## src/rtl/picobus_pkg.sv

```systemverilog
// Shared PicoBus128 constants, arbiter state encoding and the alignment helper.
package picobus_pkg;

  localparam int PICOBUS_ADDR_W = 32;
  localparam int PICOBUS_DATA_W = 128;
  localparam logic [3:0] PICOBUS_ALIGN_MASK = 4'hF;

  typedef enum logic [1:0] {
    IDLE    = 2'd0,
    ISSUE   = 2'd1,
    WAIT_RD = 2'd2
  } pb_state_e;

  // Registers sit on 16-byte boundaries; any low nibble bit set is a misaligned access.
  function automatic logic pb_aligned(input logic [3:0] addr_lsb);
    return (addr_lsb & PICOBUS_ALIGN_MASK) == 4'h0;
  endfunction

endpackage

```

## src/rtl/picobus_rr_pick.sv

```systemverilog
// Combinational round-robin picker: first set request scanning ptr, ptr+1, ... mod N_REQ.
module picobus_rr_pick
  import picobus_pkg::*;
#(
  parameter int  N_REQ = 4,
  localparam int PTR_W = $clog2(N_REQ)
) (
  input  logic [N_REQ-1:0] req_i,
  input  logic [PTR_W-1:0] ptr_i,
  output logic [N_REQ-1:0] win_oh_o,
  output logic [PTR_W-1:0] win_idx_o,
  output logic             any_o
);

  logic [PTR_W-1:0] cand;

  always_comb begin
    win_oh_o  = '0;
    win_idx_o = '0;
    any_o     = 1'b0;
    cand      = '0;
    for (int k = 0; k < N_REQ; k++) begin
      cand = PTR_W'((int'(ptr_i) + k) % N_REQ);
      if (!any_o && req_i[cand]) begin
        any_o           = 1'b1;
        win_idx_o       = cand;
        win_oh_o[cand]  = 1'b1;
      end
    end
  end

endmodule

```

## src/rtl/picobus_req_arbiter.sv

```systemverilog
// Round-robin arbiter sharing one PicoBus128 register-bank port among N_REQ requesters,
// one transaction in flight, fixed read latency, with a completed-transaction counter.
module picobus_req_arbiter
  import picobus_pkg::*;
#(
  parameter int N_REQ  = 4,
  parameter int RD_LAT = 1,
  parameter int ADDR_W = PICOBUS_ADDR_W,
  parameter int DATA_W = PICOBUS_DATA_W
) (
  input  logic                     PicoClk,
  input  logic                     PicoRst_n,
  input  logic [N_REQ-1:0]         req_valid,
  input  logic [N_REQ-1:0]         req_we,
  input  logic [N_REQ*ADDR_W-1:0]  req_addr,
  input  logic [N_REQ*DATA_W-1:0]  req_wdata,
  output logic [N_REQ-1:0]         req_gnt,
  output logic [N_REQ-1:0]         rsp_valid,
  output logic [DATA_W-1:0]        rsp_rdata,
  output logic                     addr_err,
  output logic                     bus_rd,
  output logic                     bus_wr,
  output logic [ADDR_W-1:0]        bus_addr,
  output logic [DATA_W-1:0]        bus_wdata,
  input  logic [DATA_W-1:0]        bus_rdata,
  output logic [31:0]              xact_cnt
);

  localparam int PTR_W = $clog2(N_REQ);
  localparam int LAT_W = $clog2(RD_LAT) + 1;
  localparam logic [LAT_W-1:0] LAT_LAST = LAT_W'(RD_LAT - 1);

  pb_state_e          state_q;
  logic [PTR_W-1:0]   ptr_q, ptr_d;
  logic [LAT_W-1:0]   lat_q;
  logic [N_REQ-1:0]   win_oh_q;
  logic [N_REQ-1:0]   gnt_q;
  logic [N_REQ-1:0]   rsp_valid_q;
  logic [DATA_W-1:0]  rsp_rdata_q;
  logic               addr_err_q;
  logic               bus_rd_q;
  logic               bus_wr_q;
  logic [ADDR_W-1:0]  bus_addr_q;
  logic [DATA_W-1:0]  bus_wdata_q;
  logic [31:0]        xact_q;

  logic [N_REQ-1:0]   pick_oh;
  logic [PTR_W-1:0]   pick_idx;
  logic               pick_any;
  logic               sel_we;
  logic [ADDR_W-1:0]  sel_addr;
  logic [DATA_W-1:0]  sel_wdata;
  logic               sel_aligned;

  picobus_rr_pick #(
    .N_REQ (N_REQ)
  ) u_pick (
    .req_i     (req_valid),
    .ptr_i     (ptr_q),
    .win_oh_o  (pick_oh),
    .win_idx_o (pick_idx),
    .any_o     (pick_any)
  );

  assign sel_we      = req_we[pick_idx];
  assign sel_addr    = req_addr[int'(pick_idx)*ADDR_W +: ADDR_W];
  assign sel_wdata   = req_wdata[int'(pick_idx)*DATA_W +: DATA_W];
  assign sel_aligned = pb_aligned(sel_addr[3:0]);
  assign ptr_d       = (int'(pick_idx) == N_REQ - 1) ? '0 : pick_idx + PTR_W'(1);

  // Strobe-type outputs default low each cycle; the IDLE winner arms them so they
  // are visible exactly during the ISSUE cycle.
  always_ff @(posedge PicoClk or negedge PicoRst_n) begin
    if (!PicoRst_n) begin
      state_q     <= IDLE;
      ptr_q       <= '0;
      lat_q       <= '0;
      win_oh_q    <= '0;
      gnt_q       <= '0;
      rsp_valid_q <= '0;
      rsp_rdata_q <= '0;
      addr_err_q  <= 1'b0;
      bus_rd_q    <= 1'b0;
      bus_wr_q    <= 1'b0;
      bus_addr_q  <= '0;
      bus_wdata_q <= '0;
      xact_q      <= '0;
    end else begin
      gnt_q       <= '0;
      rsp_valid_q <= '0;
      addr_err_q  <= 1'b0;
      bus_rd_q    <= 1'b0;
      bus_wr_q    <= 1'b0;
      unique case (state_q)
        IDLE: begin
          if (pick_any) begin
            win_oh_q <= pick_oh;
            ptr_q    <= ptr_d;
            gnt_q    <= pick_oh;
            state_q  <= ISSUE;
            if (!sel_aligned) begin
              addr_err_q <= 1'b1;
            end else if (sel_we) begin
              bus_wr_q    <= 1'b1;
              bus_addr_q  <= sel_addr;
              bus_wdata_q <= sel_wdata;
            end else begin
              bus_rd_q   <= 1'b1;
              bus_addr_q <= sel_addr;
            end
          end
        end
        ISSUE: begin
          lat_q <= '0;
          if (bus_rd_q) begin
            state_q <= WAIT_RD;
          end else begin
            state_q <= IDLE;
            if (bus_wr_q) xact_q <= xact_q + 32'd1;
          end
        end
        WAIT_RD: begin
          if (lat_q == LAT_LAST) begin
            rsp_rdata_q <= bus_rdata;
            rsp_valid_q <= win_oh_q;
            xact_q      <= xact_q + 32'd1;
            state_q     <= IDLE;
          end else begin
            lat_q <= lat_q + LAT_W'(1);
          end
        end
        default: state_q <= IDLE;
      endcase
    end
  end

  assign req_gnt   = gnt_q;
  assign rsp_valid = rsp_valid_q;
  assign rsp_rdata = rsp_rdata_q;
  assign addr_err  = addr_err_q;
  assign bus_rd    = bus_rd_q;
  assign bus_wr    = bus_wr_q;
  assign bus_addr  = bus_addr_q;
  assign bus_wdata = bus_wdata_q;
  assign xact_cnt  = xact_q;

endmodule

```

## config.mk

```make
export PLATFORM = sky130hd
export DESIGN_NAME = picobus_req_arbiter
export DESIGN_NICKNAME = d
export VERILOG_FILES = /design/src/rtl/picobus_pkg.sv /design/src/rtl/picobus_rr_pick.sv /design/src/rtl/picobus_req_arbiter.sv
export SDC_FILE = /design/constraint.sdc
export NUM_CORES = 1
export LEC_CHECK = 0
export ABC_AREA = 1
export CAP_MARGIN = 15
export CORE_AREA = 3 3 436 438
export CTS_CLUSTER_DIAMETER = 60
export CTS_CLUSTER_SIZE = 40
export DETAILED_ROUTE_END_ITERATION = 16
export DIE_AREA = 0 0 439 441
export MAX_ROUTING_LAYER = met4
export PLACE_DENSITY = 0.3
export SYNTH_ARGS = -nofsm -noshare
export SYNTH_HDL_FRONTEND = slang
export SYNTH_HIERARCHICAL = 1
export SYNTH_SLANG_ARGS = --single-unit
```

## constraint.sdc

```tcl
create_clock -name PicoClk -period 3.4 [get_ports PicoClk]
set_clock_uncertainty 0.1 [all_clocks]
set_input_delay 0.68 -clock PicoClk [delete_from_list [all_inputs] [get_ports PicoClk]]
set_output_delay 0.68 -clock PicoClk [all_outputs]
set_load 0.05 [all_outputs]
```

==> impl_metrics.yaml <==
run_status:
  status: "finished clean"
placed_design:
  place_hpwl_mm: 137.1
  dp_cells: 5881
  gp_congestion: 0.8963
  portBuffers: 1108
  dpl-instance-area_um2: 33750
cells_and_area:
  fillerInstances: 21040
  drive_gt1_share_pct: 14.38
  final_common_cell: "clkdlybuf4s50_1"
  fin_nets: 4250
  final_area_um2: 36500
  area_growth_syn_to_layout_pct: 101.2
  mostFrequentLayoutCells: "1097 x clkdlybuf4s50_1, 443 x nand2_1, 348 x nor2_1"
  finalNonFillerCells: 6064
sta:
  fin_hold_ws_ns: 0.3704
  fmax_ghz: 0.3016
  worstMarginPinSlew_ns: 0.8353
  slew_viol_final: 0
  hold_viol: 0
  min_period_ns: 3.315
  fin_crit_sh_pct: 97.51
  slew_headroom_pct: 44.14
  setup_viol: 0
clock_tree:
  clock_latency_ns: 0.67
  clockBufferDepth: 3
  clkTransAtPathRegs_ns: 0.05
  cts-buffers-inserted: 69
  cts_tree: "yes"
  h-tree-depth: 3
  cts_root_buffer: "clkbuf_16"
  clock_sink_count: 339
logic_synthesis:
  syn_inst: 2235
  synth_warnings: 6
  synth.area.mux_share_pct: 7.945
  synth_area_per_cell_um2: 8.117
  synth.top_cells.by_area: "dfrtp_1 47%, nand2_1 9.2%, o21ai_0 8.8%"
  synth-compound-area-share_pct: 14.61
  synth_fp_nets: 3023
  synth_cell_types: 31
  synth_fa_ha_area_share_pct: 0.6897
  yosysTopAreaCell: "dfrtp_1"
  synth-xor-area-share_pct: 0.9655
  synth_top_family_by_area: "simple AND/OR/NAND/NOR gates"
  synth-seq-cells: 339
  seq_area_frac_synth_pct: 46.76
  synthSimpleGateAreaFrac_pct: 22.94
  synth_top_area_share_pct: 46.76
  syn_area_um2: 18140
die:
  start_util_pct: 9.702
  ioPinCount: 1109
  num_rows: 159
  die_w_um: 439
  dieArea_um2: 193600
  die_h_um: 441
  coreArea_um2: 187000
grt:
  antenna_found_initial: 118
  grt_pass1_vias: 22340
  globalRouteOverflowTotal: 0
  grt_use_total_pct: 16.54
  grt_pass1_wl_mm: 209.6
  grt_max_degree: 59
critical_path:
  crit_fanout: 24
  setup.worst_path.start_class: "register"
  crit_type: "register to register"
  rr_worst_depth: 19
  cp-end-kind: "register"
  cp-startpoint: "ptr_q[1]"
  worstPathArrival_ns: 3.81
  timing.rr.end: "bus_wdata[67]"
  reg2reg_slack_ns: 0.08
  worstReg2RegStart: "ptr_q[1]"
  cp_data_required_time_ns: 3.89
pwr:
  ir_drop_uv: 592.6
  cellPowerDensity_nw_per_um2: 1409
  p_total_mw: 51.43
  p_leak_nw: 15.03
detailed_routing:
  wire_per_inst_um: 26.94
  drc: 0
  vias_per_cell: 3.598
  drt-total-wl_mm: 163.4
  num_vias: 21820
  postRouteAntennaNets: 0
  drt_iter0_markers: 1282
  first_pass_iters: 5
min_path:
  min_path_cells: 2
  min_from: "bus_addr[2]"
  whs_endpoint: "bus_addr[2]"
  hold_class: "register to register"
run:
  maxCapViolCount: 0
power breakdown:
| part | internal (mW) | total [mW] | switching [mW] | leakage, nW |
|---|---|---|---|---|
| combinational | 13.0 | 37.1 | 24.2 | 9.48 |
| sequential | 5.71 | 6.72 | 1.01 | 4.36 |
| clock | 4.83 | 7.59 | 2.76 | 1.20 |
| total | 23.5 | 51.4 | 27.9 | 15.0 |
registers in the layout, indices dropped and copies added, names as in the netlist:
signal,cells
addr_err,1
bus_wr,1
ptr_q,2
state_q,2
win_oh_q,4
bus_rd,1
bus_wdata,128
rsp_rdata,128
bus_addr,32
xact_cnt,32
rsp_valid,4
req_gnt,4
how the worst max path moves through the flow:
stage / endpoint / slack [ns] / cells after the start
final: bus_wdata[67] / 0.08 / 19
after global routing: bus_wdata[80] / -0.007 / 21
after CTS: bus_wdata[3] / 0.007 / 16
after detailed placement: bus_wdata[95] / -0.46 / 18
after global placement: bus_wdata[103] / -0.46 / 17
after floorplan: bus_wdata[118] / 0.58 / 17
kinds of logic after synthesis:
logic type | Yosys count
AO/OA/AOI/OAI | 488
XOR/XNOR | 20
adder cells (fa/ha/maj) | 10
buffers and inverters | 238
flip-flops | 339
multiplexers | 128
AND/OR/NAND/NOR | 1012
through the flow:
step	TNS [ns]	worst slack [ns]	util, %
4_1_cts	0	0.007186	19.39
5_1_grt	-0.01184	-0.007180	19.51
3_3_place_gp	-45.08	-0.4598	18.05
2_1_floorplan	0	0.5846	-
6_report	0	0.08472	19.52
3_5_place_dp	-43.31	-0.4579	18.05
what timing repair did:
action / in CTS / in global routing
gates cloned: 0 / 2
pin swaps: 0 / 1
setup buffers: 0 / 2
hold buffers: 1 / 0
gates resized for setup: 2 / 9
endpoints found under the hold margin: 39 / 0
endpoints found under the setup margin: 2 / 101
worst max-delay path, cell delays in order, from the launching register on:
cell and delay (ns):
dfrtp_1 0.34, inv_1 0.08, ha_4 0.29, inv_1 0.05
buf_4 0.13, nand2_1 0.08, nand2_2 0.06, nor2_4 0.11
buf_4 0.19, nand4_1 0.15, nand3_4 0.11, buf_12 0.17
buf_12 0.18, buf_12 0.20, buf_12 0.15, o21ai_0 0.09
o22ai_1 0.38, buf_4 0.18, nand3_1 0.08, nand2_1 0.06
layer usage:
layer	routed length, µm	vias to the layer above	share of wire [%]	GRT usage [%]
met5	0	-	0	-
met4	3653	0	2.2	4.286
met3	9906	220	6.1	4.573
met2	86650	767	53	29.51
met1	63150	10680	39	18.01
li1	-	10150	-	-
layout make-up:
cell class	instances	area, µm²	area share [%]
inverters	69	276.5	0.7575
repair inverters	2	17.52	0.04799
well taps	2495	3122	8.552
clock inverters	43	646.9	1.772
flip-flops and latches	339	8483	23.24
repair buffers	1323	13320	36.48
multi-input cells	1658	8648	23.69
diodes	51	127.6	0.3496
clock buffers	84	1864	5.107
Yosys cell counts (all sizes together):
cell    number
xnor2       10
o21ai      320
buf         87
a21oi        7
dfrtp      339
ha          10
nor3         9
nand4       16
inv         69
nand3      178
o31ai        1
nor2       354
xor2        10
nand2      453
or2          1
o22ai      156
clkbuf      82
a21boi       4
mux2       128
nand3b       1
(Power assumes the default switching activity.)
